### src/rtl/exe_stage_pkg.sv
// Shared definitions for the execute stage: opcodes, bus layouts and divider states.
package exe_defs;

   localparam int ID_EXE_W      = 117;
   localparam int EXE_MEM_W     = 58;
   localparam int DIV_STEPS_DEF = 32;
   localparam int ADDR_W_DEF    = 10;

   typedef enum logic [4:0] {
      OP_ADD  = 5'd0,
      OP_SUB  = 5'd1,
      OP_AND  = 5'd2,
      OP_OR   = 5'd3,
      OP_XOR  = 5'd4,
      OP_NOR  = 5'd5,
      OP_SLT  = 5'd6,
      OP_SLTU = 5'd7,
      OP_SLL  = 5'd8,
      OP_SRL  = 5'd9,
      OP_SRA  = 5'd10,
      OP_LUI  = 5'd11,
      OP_MUL  = 5'd12,
      OP_DIV  = 5'd13,
      OP_DIVU = 5'd14,
      OP_REM  = 5'd15,
      OP_REMU = 5'd16
   } alu_op_t;

   typedef enum logic [1:0] {
      DIV_IDLE = 2'd0,
      DIV_RUN  = 2'd1,
      DIV_DONE = 2'd2
   } div_state_t;

   typedef struct packed {
      alu_op_t     alu_op;
      logic        read;
      logic        write;
      logic [1:0]  len;
      logic        un;
      logic [10:0] wb_through;
      logic [31:0] src1;
      logic [31:0] src2;
      logic [31:0] store_val;
   } id_exe_t;

   function automatic logic is_div_op(input alu_op_t op);
      return (op == OP_DIV) || (op == OP_DIVU) || (op == OP_REM) || (op == OP_REMU);
   endfunction

endpackage

### src/rtl/div_iter.sv
// Unsigned restoring divider: one quotient bit per cycle, STEPS cycles after start.
module div_iter
   import exe_defs::*;
#(
   parameter int STEPS = DIV_STEPS_DEF
) (
   input  logic        clk,
   input  logic        resetn,
   input  logic        start,
   input  logic        abort,
   input  logic [31:0] dividend,
   input  logic [31:0] divisor,
   output logic        busy,
   output logic        done,
   output logic [31:0] quotient,
   output logic [31:0] remainder
);

   localparam int CW = $clog2(STEPS);

   logic [CW-1:0] cnt;
   logic [31:0]   q_r;
   logic [31:0]   r_r;
   logic [31:0]   d_r;
   logic [32:0]   r_shift;
   logic [32:0]   diff;

   // Partial remainder stays below the divisor, so 33 bits hold the shifted trial value.
   assign r_shift = {r_r, q_r[31]};
   assign diff    = r_shift - {1'b0, d_r};
   assign done    = busy && (cnt == CW'(STEPS - 1));

   always_ff @(posedge clk or negedge resetn) begin
      if (!resetn) begin
         busy <= 1'b0;
         cnt  <= '0;
         q_r  <= '0;
         r_r  <= '0;
         d_r  <= '0;
      end else if (abort) begin
         busy <= 1'b0;
         cnt  <= '0;
      end else if (start) begin
         busy <= 1'b1;
         cnt  <= '0;
         q_r  <= dividend;
         r_r  <= '0;
         d_r  <= divisor;
      end else if (busy) begin
         if (!diff[32]) begin
            r_r <= diff[31:0];
            q_r <= {q_r[30:0], 1'b1};
         end else begin
            r_r <= r_shift[31:0];
            q_r <= {q_r[30:0], 1'b0};
         end
         cnt <= cnt + 1'b1;
         if (done) busy <= 1'b0;
      end
   end

   assign quotient  = q_r;
   assign remainder = r_r;

endmodule

### src/rtl/exe_stage.sv
// Execute stage: single-cycle ALU, iterative divide/remainder, address generation.
// Handshake: a transfer happens on a clock edge where valid and the receiver's allowin are both high.
module exe_stage
   import exe_defs::*;
#(
   parameter int DIV_STEPS = DIV_STEPS_DEF,
   parameter int ADDR_W    = ADDR_W_DEF
) (
   input  logic                clk,
   input  logic                resetn,
   input  logic                id_valid,
   input  logic [ID_EXE_W-1:0] ID_EXE_BUS,
   output logic                exe_allowin,
   input  logic                mem_allowin,
   input  logic                flush,
   output logic                exe_to_mem_valid,
   output logic [47+ADDR_W:0]  EXE_MEM_BUS,
   output logic [1:0]          div_state_dbg
);

   id_exe_t    ir;
   logic       exe_valid_r;
   div_state_t state;

   logic        is_div;
   logic        ready_go;
   logic        accept;
   logic        div_start;
   logic        div_busy;
   logic        div_done;
   logic [31:0] div_q;
   logic [31:0] div_r;
   logic        signed_div;
   logic        a_neg;
   logic        b_neg;
   logic [31:0] a_abs;
   logic [31:0] b_abs;
   logic        div_zero;
   logic [31:0] quot_fix;
   logic [31:0] rem_fix;
   logic [31:0] addr_sum;
   logic [31:0] op_res;
   logic [31:0] exe_result;

   assign is_div           = is_div_op(ir.alu_op);
   assign ready_go         = !is_div || (state == DIV_DONE);
   assign exe_allowin      = !exe_valid_r || (ready_go && mem_allowin);
   assign exe_to_mem_valid = exe_valid_r && ready_go;
   assign accept           = id_valid && exe_allowin && !flush;
   assign div_state_dbg    = state;

   always_ff @(posedge clk or negedge resetn) begin
      if (!resetn) begin
         exe_valid_r <= 1'b0;
         ir          <= '0;
      end else if (flush) begin
         exe_valid_r <= 1'b0;
      end else if (accept) begin
         exe_valid_r <= 1'b1;
         ir          <= id_exe_t'(ID_EXE_BUS);
      end else if (ready_go && mem_allowin) begin
         exe_valid_r <= 1'b0;
      end
   end

   // Divider sequencing; DONE holds the result until memory takes it.
   always_ff @(posedge clk or negedge resetn) begin
      if (!resetn) begin
         state <= DIV_IDLE;
      end else if (flush) begin
         state <= DIV_IDLE;
      end else begin
         case (state)
            DIV_IDLE: if (exe_valid_r && is_div) state <= DIV_RUN;
            DIV_RUN:  if (div_busy && div_done) state <= DIV_DONE;
            DIV_DONE: if (mem_allowin) state <= DIV_IDLE;
            default:  state <= DIV_IDLE;
         endcase
      end
   end

   assign div_start = (state == DIV_IDLE) && exe_valid_r && is_div && !flush;

   // Magnitudes go into the unsigned core; signs are restored on the way out.
   assign signed_div = (ir.alu_op == OP_DIV) || (ir.alu_op == OP_REM);
   assign a_neg      = signed_div && ir.src1[31];
   assign b_neg      = signed_div && ir.src2[31];
   assign a_abs      = a_neg ? (32'd0 - ir.src1) : ir.src1;
   assign b_abs      = b_neg ? (32'd0 - ir.src2) : ir.src2;
   assign div_zero   = (ir.src2 == 32'd0);
   assign quot_fix   = div_zero ? 32'hFFFF_FFFF : ((a_neg ^ b_neg) ? (32'd0 - div_q) : div_q);
   assign rem_fix    = div_zero ? ir.src1 : (a_neg ? (32'd0 - div_r) : div_r);

   div_iter #(
      .STEPS(DIV_STEPS)
   ) u_div (
      .clk      (clk),
      .resetn   (resetn),
      .start    (div_start),
      .abort    (flush),
      .dividend (a_abs),
      .divisor  (b_abs),
      .busy     (div_busy),
      .done     (div_done),
      .quotient (div_q),
      .remainder(div_r)
   );

   assign addr_sum = ir.src1 + ir.src2;

   always_comb begin
      op_res = 32'd0;
      case (ir.alu_op)
         OP_ADD:  op_res = addr_sum;
         OP_SUB:  op_res = ir.src1 - ir.src2;
         OP_AND:  op_res = ir.src1 & ir.src2;
         OP_OR:   op_res = ir.src1 | ir.src2;
         OP_XOR:  op_res = ir.src1 ^ ir.src2;
         OP_NOR:  op_res = ~(ir.src1 | ir.src2);
         OP_SLT:  op_res = {31'd0, $signed(ir.src1) < $signed(ir.src2)};
         OP_SLTU: op_res = {31'd0, ir.src1 < ir.src2};
         OP_SLL:  op_res = ir.src1 << ir.src2[4:0];
         OP_SRL:  op_res = ir.src1 >> ir.src2[4:0];
         OP_SRA:  op_res = $signed(ir.src1) >>> ir.src2[4:0];
         OP_LUI:  op_res = ir.src2 << 16;
         OP_MUL:  op_res = ir.src1 * ir.src2;
         OP_DIV,
         OP_DIVU: op_res = quot_fix;
         OP_REM,
         OP_REMU: op_res = rem_fix;
         default: op_res = 32'd0;
      endcase
   end

   assign exe_result  = ir.write ? ir.store_val : op_res;
   assign EXE_MEM_BUS = {ir.read, ir.write, ir.len, ir.un, ir.wb_through,
                         addr_sum[ADDR_W-1:0], exe_result};

endmodule
### config.mk
export PLATFORM = sky130hd
export DESIGN_NAME = exe_stage
export DESIGN_NICKNAME = d
export VERILOG_FILES = /design/src/rtl/exe_stage_pkg.sv /design/src/rtl/div_iter.sv /design/src/rtl/exe_stage.sv
export SDC_FILE = /design/constraint.sdc
export NUM_CORES = 2
export LEC_CHECK = 0
export BUFFER_PORTS_ARGS = -buffer_cell sky130_fd_sc_hd__buf_2
export CORE_ASPECT_RATIO = 0.5
export CORE_MARGIN = 1.5
export CORE_UTILIZATION = 60
export CTS_CLUSTER_SIZE = 16
export DETAILED_ROUTE_END_ITERATION = 10
export GPL_TIMING_DRIVEN = 1
export MAX_ROUTING_LAYER = met4
export PLACE_DENSITY = 0.87
export SYNTH_ARGS = -nofsm -noshare
export SYNTH_HDL_FRONTEND = slang
export SYNTH_HIERARCHICAL = 1
export SYNTH_SLANG_ARGS = --single-unit
export TNS_END_PERCENT = 50
### constraint.sdc
create_clock -name clk -period 24.6 [get_ports clk]
set_input_delay 3.69 -clock clk [delete_from_list [all_inputs] [get_ports clk]]
set_output_delay 3.69 -clock clk [all_outputs]
set_load 0.01 [all_outputs]
==> reports/metrics.csv <==
metric,value,unit
outcome,"complete, but fails checks",
failed_checks,"DRC, capacitance limit, slew limit",
starting_density_of_the_core,60.7,%
timing.final.setup_violations,0,
regToRegStartpoint,ir[112],
post_cts_sizing,0,
max_clock_freq,70.8,MHz
async_flop_share,100,%
timing_worst_setup_path_type,reg2out,
port_buffers,183,
synth-simple-area-share,16.6,%
critPathMaxStageDelay,0.99,ns
clock_sinks,222,
dp.final_hpwl,138,mm
timing.max_slew.rel_slack,-2.39,%
syn_area_per_cell,8.16,µm²
r2r_slack,19.12,ns
synth_to_layout_area_growth,6.14,%
route.vias.total,39300,
cp_data_arrival_time,10.44,ns
timing.critical_path.mode_cell,sky130_fd_sc_hd__fa_1,
required,20.91,ns
cts-htree-levels,1,
most-common-layout-cells,"sky130_fd_sc_hd__nor2_1, sky130_fd_sc_hd__nand2_1, sky130_fd_sc_hd__inv_1",
cpMaxStageDelayCell,sky130_fd_sc_hd__a31oi_1,
overflow,0,
yosysSeqAreaShare,14.5,%
fin_nets,5451,
synthAdderAreaFrac,30.0,%
syn_area,38200,µm²
drc,10,
yosys_register_bits,222,
routabilityCongestion,1.23,
pin_count,184,
die_w,360,µm
rsz0062_at_grt,no,
worstPathBufferInverterCount,7,
final_hold_violating_endpoints,0,
detail_route.wirelength,182,mm
yosys_warnings,6,
complex_gate_fraction_of_the_synthesized_area,17.2,%
crit_fanout,18,
fin_skew,0.0134,ns
post_cts_buffers,0,
max_slew.worst_pin.slew,1.50,ns
totalNegativeSetupSlack,0,ns
drv.max_cap_violation_count,1,
cts_tree,done,
die_height,181,µm
antenna_found_initial,21,
design.die.area,65300,µm²
post_synth_inst_count,4687,
grt_first_pass_wirelength,262,mm
critical_path.endpoint_type,primary output,
post_synth_xor_area_fraction,5.54,%
vias_in_the_first_global_route,38200,
synth-edff-count,0,
timing.hold.worst.class,reg2reg,
route.detailed.wl_per_inst,32.9,µm
drtPass1Iterations,11,
final_antenna_net_count,0,
hp-start,EXE_MEM_BUS[47],
core_area,63000,µm²
muxShareOfSynthArea,7.12,%
worst_skew_pair.late_latency,0.59,ns
critPathLaunchType,flip-flop,
clkSlewWorstSetupHoldPaths,0.07,ns
report.final.slew_viol_count,1,
clock_tree.root_cell,sky130_fd_sc_hd__clkbuf_16,
grt_usage,56.9,%
timing.final.crit_period,14.13,ns
num_rows,65,
post_cts_hold_buffer_count,0,
largest_family_of_logic_cells_by_synthesized_area,adder cells,
pin_count_of_the_biggest_net_entering_global_routing,119,
synth.distinct_cells,100,
postSynthNetCount,5478,
drive_above_1_share,11.0,%
cts_buffers,24,
crit_family,adder cells,
cts_buffer_depth,3,
timing.final.crit_share,57.4,%
commonest_non_fill_non_tap_cell_in_the_layout,sky130_fd_sc_hd__nor2_1,
routed_via_density,7.10,
detail_route.iter0.violations,7500,
synth_flop_cell,sky130_fd_sc_hd__dfrtp_1,
setup.worst_path.start,ir[76],
-- logic make-up (layout without fill, tap and decap cells) --
kind of cell,after synthesis,after routing
AO/OA/AOI/OAI,1015,1015
XOR/XNOR,242,242
adder cells (fa/ha/maj),669,669
buffers and inverters,876,867
flip-flops,222,222
multiplexers,197,197
other,0,22
AND/OR/NAND/NOR,1466,1466
-- synth_stat cells, types with 18 or more instances --
cell type                  number  share of area [%]
sky130_fd_sc_hd__nor2_1       567                5.6
sky130_fd_sc_hd__nand2_1      558                5.5
sky130_fd_sc_hd__inv_1        513                5.0
sky130_fd_sc_hd__fa_1         411                 22
sky130_fd_sc_hd__o21ai_0      305                4.0
sky130_fd_sc_hd__ha_1         258                8.4
sky130_fd_sc_hd__clkbuf_1     245                2.4
sky130_fd_sc_hd__a21oi_1      227                3.0
sky130_fd_sc_hd__dfrtp_1      222                 15
sky130_fd_sc_hd__xnor2_1      170                3.9
sky130_fd_sc_hd__mux2i_1       85                2.2
sky130_fd_sc_hd__xor2_1        72                1.6
sky130_fd_sc_hd__nor3_1        70               0.92
sky130_fd_sc_hd__nand3_1       66               0.86
sky130_fd_sc_hd__mux2_2        58                1.7
sky130_fd_sc_hd__mux4_2        54                3.2
sky130_fd_sc_hd__buf_1         48               0.47
sky130_fd_sc_hd__a21o_1        38               0.75
sky130_fd_sc_hd__o31ai_1       33               0.65
sky130_fd_sc_hd__a31oi_1       32               0.52
sky130_fd_sc_hd__nand2b_1      29               0.47
sky130_fd_sc_hd__a211oi_1      28               0.55
sky130_fd_sc_hd__nand4_1       28               0.46
sky130_fd_sc_hd__a221oi_1      26               0.60
sky130_fd_sc_hd__o211ai_1      25               0.49
sky130_fd_sc_hd__o21ai_1       25               0.33
sky130_fd_sc_hd__buf_2         24               0.31
sky130_fd_sc_hd__or3_1         23               0.38
sky130_fd_sc_hd__o311ai_0      21               0.48
sky130_fd_sc_hd__buf_4         19               0.37
sky130_fd_sc_hd__nor4_1        18               0.29
sky130_fd_sc_hd__o22ai_1       18               0.29
-- through the flow --
| stage | utilization, % | hold WS, ns | area, µm² | worst slack [ns] | instances |
|---|---|---|---|---|---|
| 2_1_floorplan | - | 0.481 | 38200 | 12.67 | 4687 |
| 3_3_place_gp | 62.9 | 0.484 | 39700 | 11.92 | 5471 |
| 3_5_place_dp | 62.9 | 0.491 | 39700 | 11.50 | 5471 |
| 4_1_cts | 64.3 | 0.505 | 40500 | 10.86 | 5515 |
| 5_1_grt | 64.4 | 0.512 | 40600 | 10.39 | 5534 |
| 6_report | 64.4 | 0.504 | 40600 | 10.47 | 5537 |
-- routing by layer --
layer | wire length, µm | global-route usage, % | up-vias
li1 | - | - | 15700
met1 | 66100 | 71.1 | 19000
met2 | 68900 | 72.6 | 3690
met3 | 34400 | 30.1 | 893
met4 | 12900 | 31.2 | 0
met5 | 0 | - | -
-- registers in the layout (all words and copies together) (netlist names), 2 cells and up --
signal,cells
EXE_MEM_BUS,16
div_state_dbg,2
ir,101
u_div/cnt,5
u_div/d_r,32
u_div/quotient,32
u_div/remainder,32
-- final cells by class --
| type | count | area (µm²) |
|---|---|---|
| Multi-Input combinational cell | 3589 | 29300 |
| Fill cell | 5152 | 22500 |
| Sequential cell | 222 | 5570 |
| Inverter | 533 | 2000 |
| Timing Repair Buffer | 290 | 1730 |
| Tap cell | 837 | 1050 |
| Clock buffer | 31 | 687 |
| Clock inverter | 13 | 178 |
| Antenna cell | 22 | 55.1 |
-- worst paths after layout --
path / endpoint / depth (start not counted)
min in group asynchronous: ir[85] / 1
max reg2reg: u_div/remainder[26] / 11
max in group asynchronous: ir[32] / 2
min reg2reg: EXE_MEM_BUS[47] / 1
min: EXE_MEM_BUS[47] / 1
max: EXE_MEM_BUS[27] / 27
Power is not shown: default switching activity piles up to over one toggle a cycle in this logic, so the estimate is an artifact.
